[config.mk]
export PLATFORM = sky130hd
export DESIGN_NAME = multicycle_controller
export DESIGN_NICKNAME = d
export VERILOG_FILES = /design/src/rtl/multicycle_controller.sv
export SDC_FILE = /design/constraint.sdc
export NUM_CORES = 1
export LEC_CHECK = 0
export CORE_ASPECT_RATIO = 0.75
export CORE_MARGIN = 5
export CORE_UTILIZATION = 49
export CTS_BUF_LIST = sky130_fd_sc_hd__clkbuf_4 sky130_fd_sc_hd__clkbuf_8
export CTS_CLUSTER_DIAMETER = 200
export DETAILED_ROUTE_END_ITERATION = 7
export PLACE_DENSITY = 0.95
export RECOVER_POWER = 50
export SKIP_CTS_REPAIR_TIMING = 1
export SLEW_MARGIN = 15
export SYNTH_ARGS = -nofsm -noshare
export SYNTH_HDL_FRONTEND = slang
export SYNTH_SLANG_ARGS = --single-unit
[constraint.sdc]
create_clock -name clk -period 2.5 [get_ports clk]
set_input_delay 0.25 -clock clk [delete_from_list [all_inputs] [get_ports clk]]
set_output_delay 0.25 -clock clk [all_outputs]
set_load 0.01 [all_outputs]
[src/rtl/multicycle_controller.sv]
// ---------------------------------------------------------------------------
// multicycle_controller
//
// Main control FSM for the multi-cycle MIPS datapath. Each instruction is
// fetched, decoded and executed over several cycles; this block drives the
// datapath mux selects, write enables and the 3-bit ALUOp for ALU control.
//
// Ports:
//   clk, rst        : rising-edge clock, synchronous active-high reset
//   opcode          : instruction register bits [31:26]
//   zero            : ALU zero flag (qualified in the datapath with pc_write_cond)
//   mem_ready       : memory completes the current access this cycle
//   mem_read/write  : memory requests
//   i_or_d          : memory address select (0 = PC, 1 = ALUOut)
//   ir_write        : instruction register load
//   pc_write        : unconditional PC load
//   pc_write_cond   : PC load qualified by zero
//   pc_source       : 00 ALU result, 01 ALUOut, 10 jump target
//   alu_src_a/b     : ALU operand selects
//   alu_op          : 000 R-type, 001 sub, 010 OR, 011 add
//   reg_dst         : write register select (0 = rt, 1 = rd)
//   mem_to_reg      : write-back select (0 = ALUOut, 1 = MDR)
//   reg_write       : register file write enable
//   illegal_op      : one-cycle pulse when decode sees an unsupported opcode
//   state_dbg       : current state encoding
// ---------------------------------------------------------------------------
module multicycle_controller (
  input  logic       clk,
  input  logic       rst,
  input  logic [5:0] opcode,
  input  logic       zero,
  input  logic       mem_ready,
  output logic       mem_read,
  output logic       mem_write,
  output logic       i_or_d,
  output logic       ir_write,
  output logic       pc_write,
  output logic       pc_write_cond,
  output logic [1:0] pc_source,
  output logic       alu_src_a,
  output logic [1:0] alu_src_b,
  output logic [2:0] alu_op,
  output logic       reg_dst,
  output logic       mem_to_reg,
  output logic       reg_write,
  output logic       illegal_op,
  output logic [3:0] state_dbg
);

  typedef enum logic [3:0] {
    START  = 4'd0,
    FETCH  = 4'd1,
    DECODE = 4'd2,
    MEMADR = 4'd3,
    MEMRD  = 4'd4,
    MEMWB  = 4'd5,
    MEMWR  = 4'd6,
    REXEC  = 4'd7,
    RWB    = 4'd8,
    BEQ    = 4'd9,
    IEXEC  = 4'd10,
    IWB    = 4'd11,
    JUMP   = 4'd12
  } state_t;

  localparam logic [5:0] OP_RTYPE = 6'b000000;
  localparam logic [5:0] OP_LW    = 6'b100011;
  localparam logic [5:0] OP_SW    = 6'b101011;
  localparam logic [5:0] OP_BEQ   = 6'b000100;
  localparam logic [5:0] OP_ADDI  = 6'b001000;
  localparam logic [5:0] OP_ORI   = 6'b001101;
  localparam logic [5:0] OP_J     = 6'b000010;

  state_t     state_q, state_d;
  logic [5:0] opcode_q, opcode_d;

  // The branch decision itself happens in the datapath (pc_write_cond AND
  // zero), so the flag is only routed through here for interface symmetry.
  logic unused_zero;
  assign unused_zero = zero;

  // The opcode is captured only in DECODE so that later states (MEMADR,
  // IEXEC) are immune to the instruction register input changing.
  always_comb begin
    state_d  = state_q;
    opcode_d = (state_q == DECODE) ? opcode : opcode_q;
    case (state_q)
      START:  state_d = FETCH;
      FETCH:  state_d = mem_ready ? DECODE : FETCH;
      DECODE: begin
        case (opcode)
          OP_LW, OP_SW:     state_d = MEMADR;
          OP_RTYPE:         state_d = REXEC;
          OP_BEQ:           state_d = BEQ;
          OP_ADDI, OP_ORI:  state_d = IEXEC;
          OP_J:             state_d = JUMP;
          default:          state_d = FETCH;
        endcase
      end
      MEMADR: state_d = (opcode_q == OP_SW) ? MEMWR : MEMRD;
      MEMRD:  state_d = mem_ready ? MEMWB : MEMRD;
      MEMWB:  state_d = FETCH;
      MEMWR:  state_d = mem_ready ? FETCH : MEMWR;
      REXEC:  state_d = RWB;
      RWB:    state_d = FETCH;
      BEQ:    state_d = FETCH;
      IEXEC:  state_d = IWB;
      IWB:    state_d = FETCH;
      JUMP:   state_d = FETCH;
      default: state_d = START;
    endcase
  end

  // State and captured opcode; reset abandons any in-flight memory access.
  always_ff @(posedge clk) begin
    if (rst) begin
      state_q  <= START;
      opcode_q <= 6'b000000;
    end else begin
      state_q  <= state_d;
      opcode_q <= opcode_d;
    end
  end

  // Moore-style decode of the state, except ir_write/pc_write in FETCH which
  // follow mem_ready so the IR and PC load exactly once per fetch.
  always_comb begin
    mem_read      = 1'b0;
    mem_write     = 1'b0;
    i_or_d        = 1'b0;
    ir_write      = 1'b0;
    pc_write      = 1'b0;
    pc_write_cond = 1'b0;
    pc_source     = 2'b00;
    alu_src_a     = 1'b0;
    alu_src_b     = 2'b00;
    alu_op        = 3'b000;
    reg_dst       = 1'b0;
    mem_to_reg    = 1'b0;
    reg_write     = 1'b0;
    illegal_op    = 1'b0;
    case (state_q)
      FETCH: begin
        mem_read  = 1'b1;
        alu_src_b = 2'b01;
        alu_op    = 3'b011;
        ir_write  = mem_ready;
        pc_write  = mem_ready;
      end
      DECODE: begin
        alu_src_b = 2'b11;
        alu_op    = 3'b011;
        case (opcode)
          OP_LW, OP_SW, OP_RTYPE, OP_BEQ, OP_ADDI, OP_ORI, OP_J: illegal_op = 1'b0;
          default: illegal_op = 1'b1;
        endcase
      end
      MEMADR: begin
        alu_src_a = 1'b1;
        alu_src_b = 2'b10;
        alu_op    = 3'b011;
      end
      MEMRD: begin
        mem_read = 1'b1;
        i_or_d   = 1'b1;
      end
      MEMWB: begin
        reg_write  = 1'b1;
        mem_to_reg = 1'b1;
      end
      MEMWR: begin
        mem_write = 1'b1;
        i_or_d    = 1'b1;
      end
      REXEC: begin
        alu_src_a = 1'b1;
      end
      RWB: begin
        reg_write = 1'b1;
        reg_dst   = 1'b1;
      end
      BEQ: begin
        alu_src_a     = 1'b1;
        alu_op        = 3'b001;
        pc_write_cond = 1'b1;
        pc_source     = 2'b01;
      end
      IEXEC: begin
        alu_src_a = 1'b1;
        alu_src_b = 2'b10;
        alu_op    = (opcode_q == OP_ORI) ? 3'b010 : 3'b011;
      end
      IWB: begin
        reg_write = 1'b1;
      end
      JUMP: begin
        pc_write  = 1'b1;
        pc_source = 2'b10;
      end
      default: ;
    endcase
  end

  assign state_dbg = state_q;

endmodule

==> flow_summary_export.csv <==
group,metric,value,unit
grt,first_global_vias,830,
logic_synthesis,yosys_register_bits,10,
power_and_ir_drop,netSwitchingFraction,0.2869,
routing,via_count,964,
finish,antenna_diodes,0,
finish,multi_input_area,573.1,µm²
worst_setup_path,setup.worst_path.class,"reg2out",
clock_tree,cts_tree,"built",
clock_tree,clock-root-buffer,"sky130_fd_sc_hd__clkbuf_4",
logic_synthesis,synth_enable_flop_cells,0,
clock_tree,clkTransAtPathRegs,0.07,ns
grt,initial_antenna_violation_count,0,
place,hpwl,1.837,mm
logic_synthesis,post_synth_inst_count,120,
place,finalWeightedCongestion,0.8585,
die,coreArea,1692,µm²
sta,layout_worst_path_cycle_share,0.9753,
logic_synthesis,post_synth_xor_area_fraction,0.03088,
routing,wl_per_cell,14.40,µm
grt,grt_overflow,0,
sta,slew_violations,0,
power_and_ir_drop,power.net_switching,0.0001270,W
run,max_cap_viol_count,0,
sta,worst_slew_pin_slew,0.6336,ns
die,rows,13,
finish,final_nets,156,
sta,timing.fmax,410.1,MHz
sta,period_minus_slack,2.438,ns
power_and_ir_drop,cell_internal_pwr,0.0003155,W
finish,final_common_cell,"sky130_fd_sc_hd__clkdlybuf4s50_1",
worst_setup_path,critical_path.startpoint_type,"register",
clock_tree,cts_inserted_buffers,3,
grt,pin_count_of_the_biggest_net_entering_global_routing,21,
logic_synthesis,postSynthNetCount,130,
logic_synthesis,post-synth-top-area-fraction,0.2353,
sta,clock_skew,0.005972,ns
grt,groute.usage.overall,0.1879,
finish,area_growth_syn_to_layout,37.35,%
worst_setup_path,worst_setup_path_end_kind,"output port",
place,port-buffer-count,29,
routing,initialDrtViolationCount,23,
logic_synthesis,netlist-cell-type-count,40,
logic_synthesis,synth_fa_ha_area_frac,0,
sta,setup_tns,0,ns
power_and_ir_drop,seq_power_share,0.378,
die,fp.dieArea,2678,µm²
logic_synthesis,synth_area,850.8,µm²
logic_synthesis,postSynthAreaPerCell,7.090,µm²
sta,fin_worst_hold_slack,0.4627,ns
sta,grt_setup_unrepaired,"false",
power_and_ir_drop,static-leakage-power,0.4021,nW
sta,setup-violations-final,0,
grt,grt_pass1_wl,3.795,mm
power_and_ir_drop,p_comb_frac,0.291,
logic_synthesis,synthMuxAreaShare,0.06029,
power_and_ir_drop,max-vdd-ir-drop,0.2322,mV
die,ioPinCount,32,
clock_tree,cts_sinks,10,
sta,final_hold_violations,0,
power_and_ir_drop,clkPwrFrac,0.331,
logic_synthesis,synth_top_family_by_area,"simple AND/OR/NAND/NOR gates",
logic_synthesis,synth_area_leaders,"sky130_fd_sc_hd__dfxtp_1, sky130_fd_sc_hd__nand2_1, sky130_fd_sc_hd__a21oi_1",
clock_tree,cts_htree_levels,1,
logic_synthesis,synth.yosys.warnings,0,
die,die_height,46.09,µm
logic_synthesis,dominantRegCellSynth,"sky130_fd_sc_hd__dfxtp_1",
logic_synthesis,synthSimpleGateAreaFrac,0.3691,
status,result_of_the_run,"complete, no violations",
logic_synthesis,yosysSeqAreaShare,0.2353,
routing,routed_wl,2.404,mm
logic_synthesis,fraction_of_registers_with_async_set_or_reset_after_synthesis,0,
finish,drive_gt1_frac,0.09655,
hold_path,worst_hold_path_type,"reg2reg",
finish,regArea,200.2,µm²
worst_setup_path,worst-endpoint-arrival,2.19,ns
finish,layout.filler_cells,147,
worst_setup_path,worst-endpoint-required,2.25,ns
power_and_ir_drop,power_per_cell_area,378.6,nW/µm²
routing,detail_route.drc_violations,0,
routing,drt_pre_antenna_iters,4,
clock_tree,clk_latency,0.28,ns
logic_synthesis,synth_top_area_cell,"sky130_fd_sc_hd__dfxtp_1",
sta,max_slew_margin,0.5743,
die,fp.dieW,58.12,µm
worst_setup_path,path_max_fanout,8,
routing,route.antenna.remaining_nets,0,
routing,vias_per_inst,5.772,
die,starting_density_of_the_core,0.5030,
finish,final_cell_mix,"sky130_fd_sc_hd__clkdlybuf4s50_1, sky130_fd_sc_hd__nand2_1, sky130_fd_sc_hd__nor2_1, sky130_fd_sc_hd__a21oi_1, sky130_fd_sc_hd__dfxtp_1",
clock_tree,clk_path_buf_depth,2,
logic_synthesis,synth_compound_area_frac,0.2147,
state kept, by name (all words and copies together) (netlist names):
register / cells
state_dbg: 4
opcode_q: 6
cell usage after synthesis (all sizes together) (3+ instances only):
library cell and instances:
nor2 12, a211oi 4, dfxtp 10, xnor2 3
nand2 20, mux2i 4, a21oi 10, nand4b 3
nor3 7, nand2b 3, clkbuf 3, o31ai 3
buf 10
cell families after synthesis:
logic type / count (synthesis)
AOI/OAI and AO/OA: 27
xor gates and xnor gates: 3
buffers and inverters: 15
DFF: 10
muxes: 5
other: 1
and+or+nand+nor: 59
final timing paths:
| path | end | slack [ns] | start | depth (start not counted) |
|---|---|---|---|---|
| max reg2reg | opcode_q[4] | 0.79 | state_dbg[0] | 5 |
| min reg2reg | opcode_q[3] | 0.46 | opcode_q[3] | 2 |
| max | illegal_op | 0.06 | state_dbg[0] | 3 |
| min | opcode_q[3] | 0.46 | opcode_q[3] | 2 |
routing by layer:
layer  part of all wire  routed length [µm]  GRT usage
met4             0.0071                  17    0.04630
met1               0.42                1011     0.2333
met3              0.069                 166    0.05882
met5                  0                   0          0
met2               0.50                1209     0.3198
power groups by stage:
| stage | sequential, W | clock, W | combinational (W) |
|---|---|---|---|
| after floorplan | 0.000173 | 0 | 0.0000717 |
| after global placement | 0.000170 | 0 | 0.000126 |
| after detailed placement | 0.000171 | 0 | 0.000130 |
| after CTS | 0.000167 | 0.000151 | 0.000131 |
| after global routing | 0.000168 | 0.000157 | 0.000140 |
| final | 0.000167 | 0.000146 | 0.000129 |
worst max-delay path, stage by stage (launching register included):
cell and delay, ns:
sky130_fd_sc_hd__dfxtp_1 0.30, sky130_fd_sc_hd__or4b_1 0.70, sky130_fd_sc_hd__a211oi_1 0.33, sky130_fd_sc_hd__clkdlybuf4s50_1 0.59
through the flow:
| step | total power (W) | cells | area [µm²] | util | setup WS (ns) |
|---|---|---|---|---|---|
| after floorplan | 0.0002443 | 120 | 850.8 | - | 0.8287 |
| after global placement | 0.0002960 | 163 | 1141 | 0.6746 | 0.2034 |
| after detailed placement | 0.0003012 | 163 | 1141 | 0.6746 | 0.1809 |
| after CTS | 0.0004495 | 167 | 1177 | 0.6960 | 0.05204 |
| after global routing | 0.0004644 | 167 | 1169 | 0.6908 | 0.03350 |
| final | 0.0004425 | 167 | 1169 | 0.6908 | 0.06173 |
layout make-up:
type | instances | area share
Tap cell | 22 | 0.02355
Clock buffer | 4 | 0.03105
Multi-Input combinational cell | 95 | 0.4904
Inverter | 2 | 0.006424
Timing Repair Buffer | 34 | 0.2773
Sequential cell | 10 | 0.1713
No activity file was read; power rests on OpenSTA's default activity.
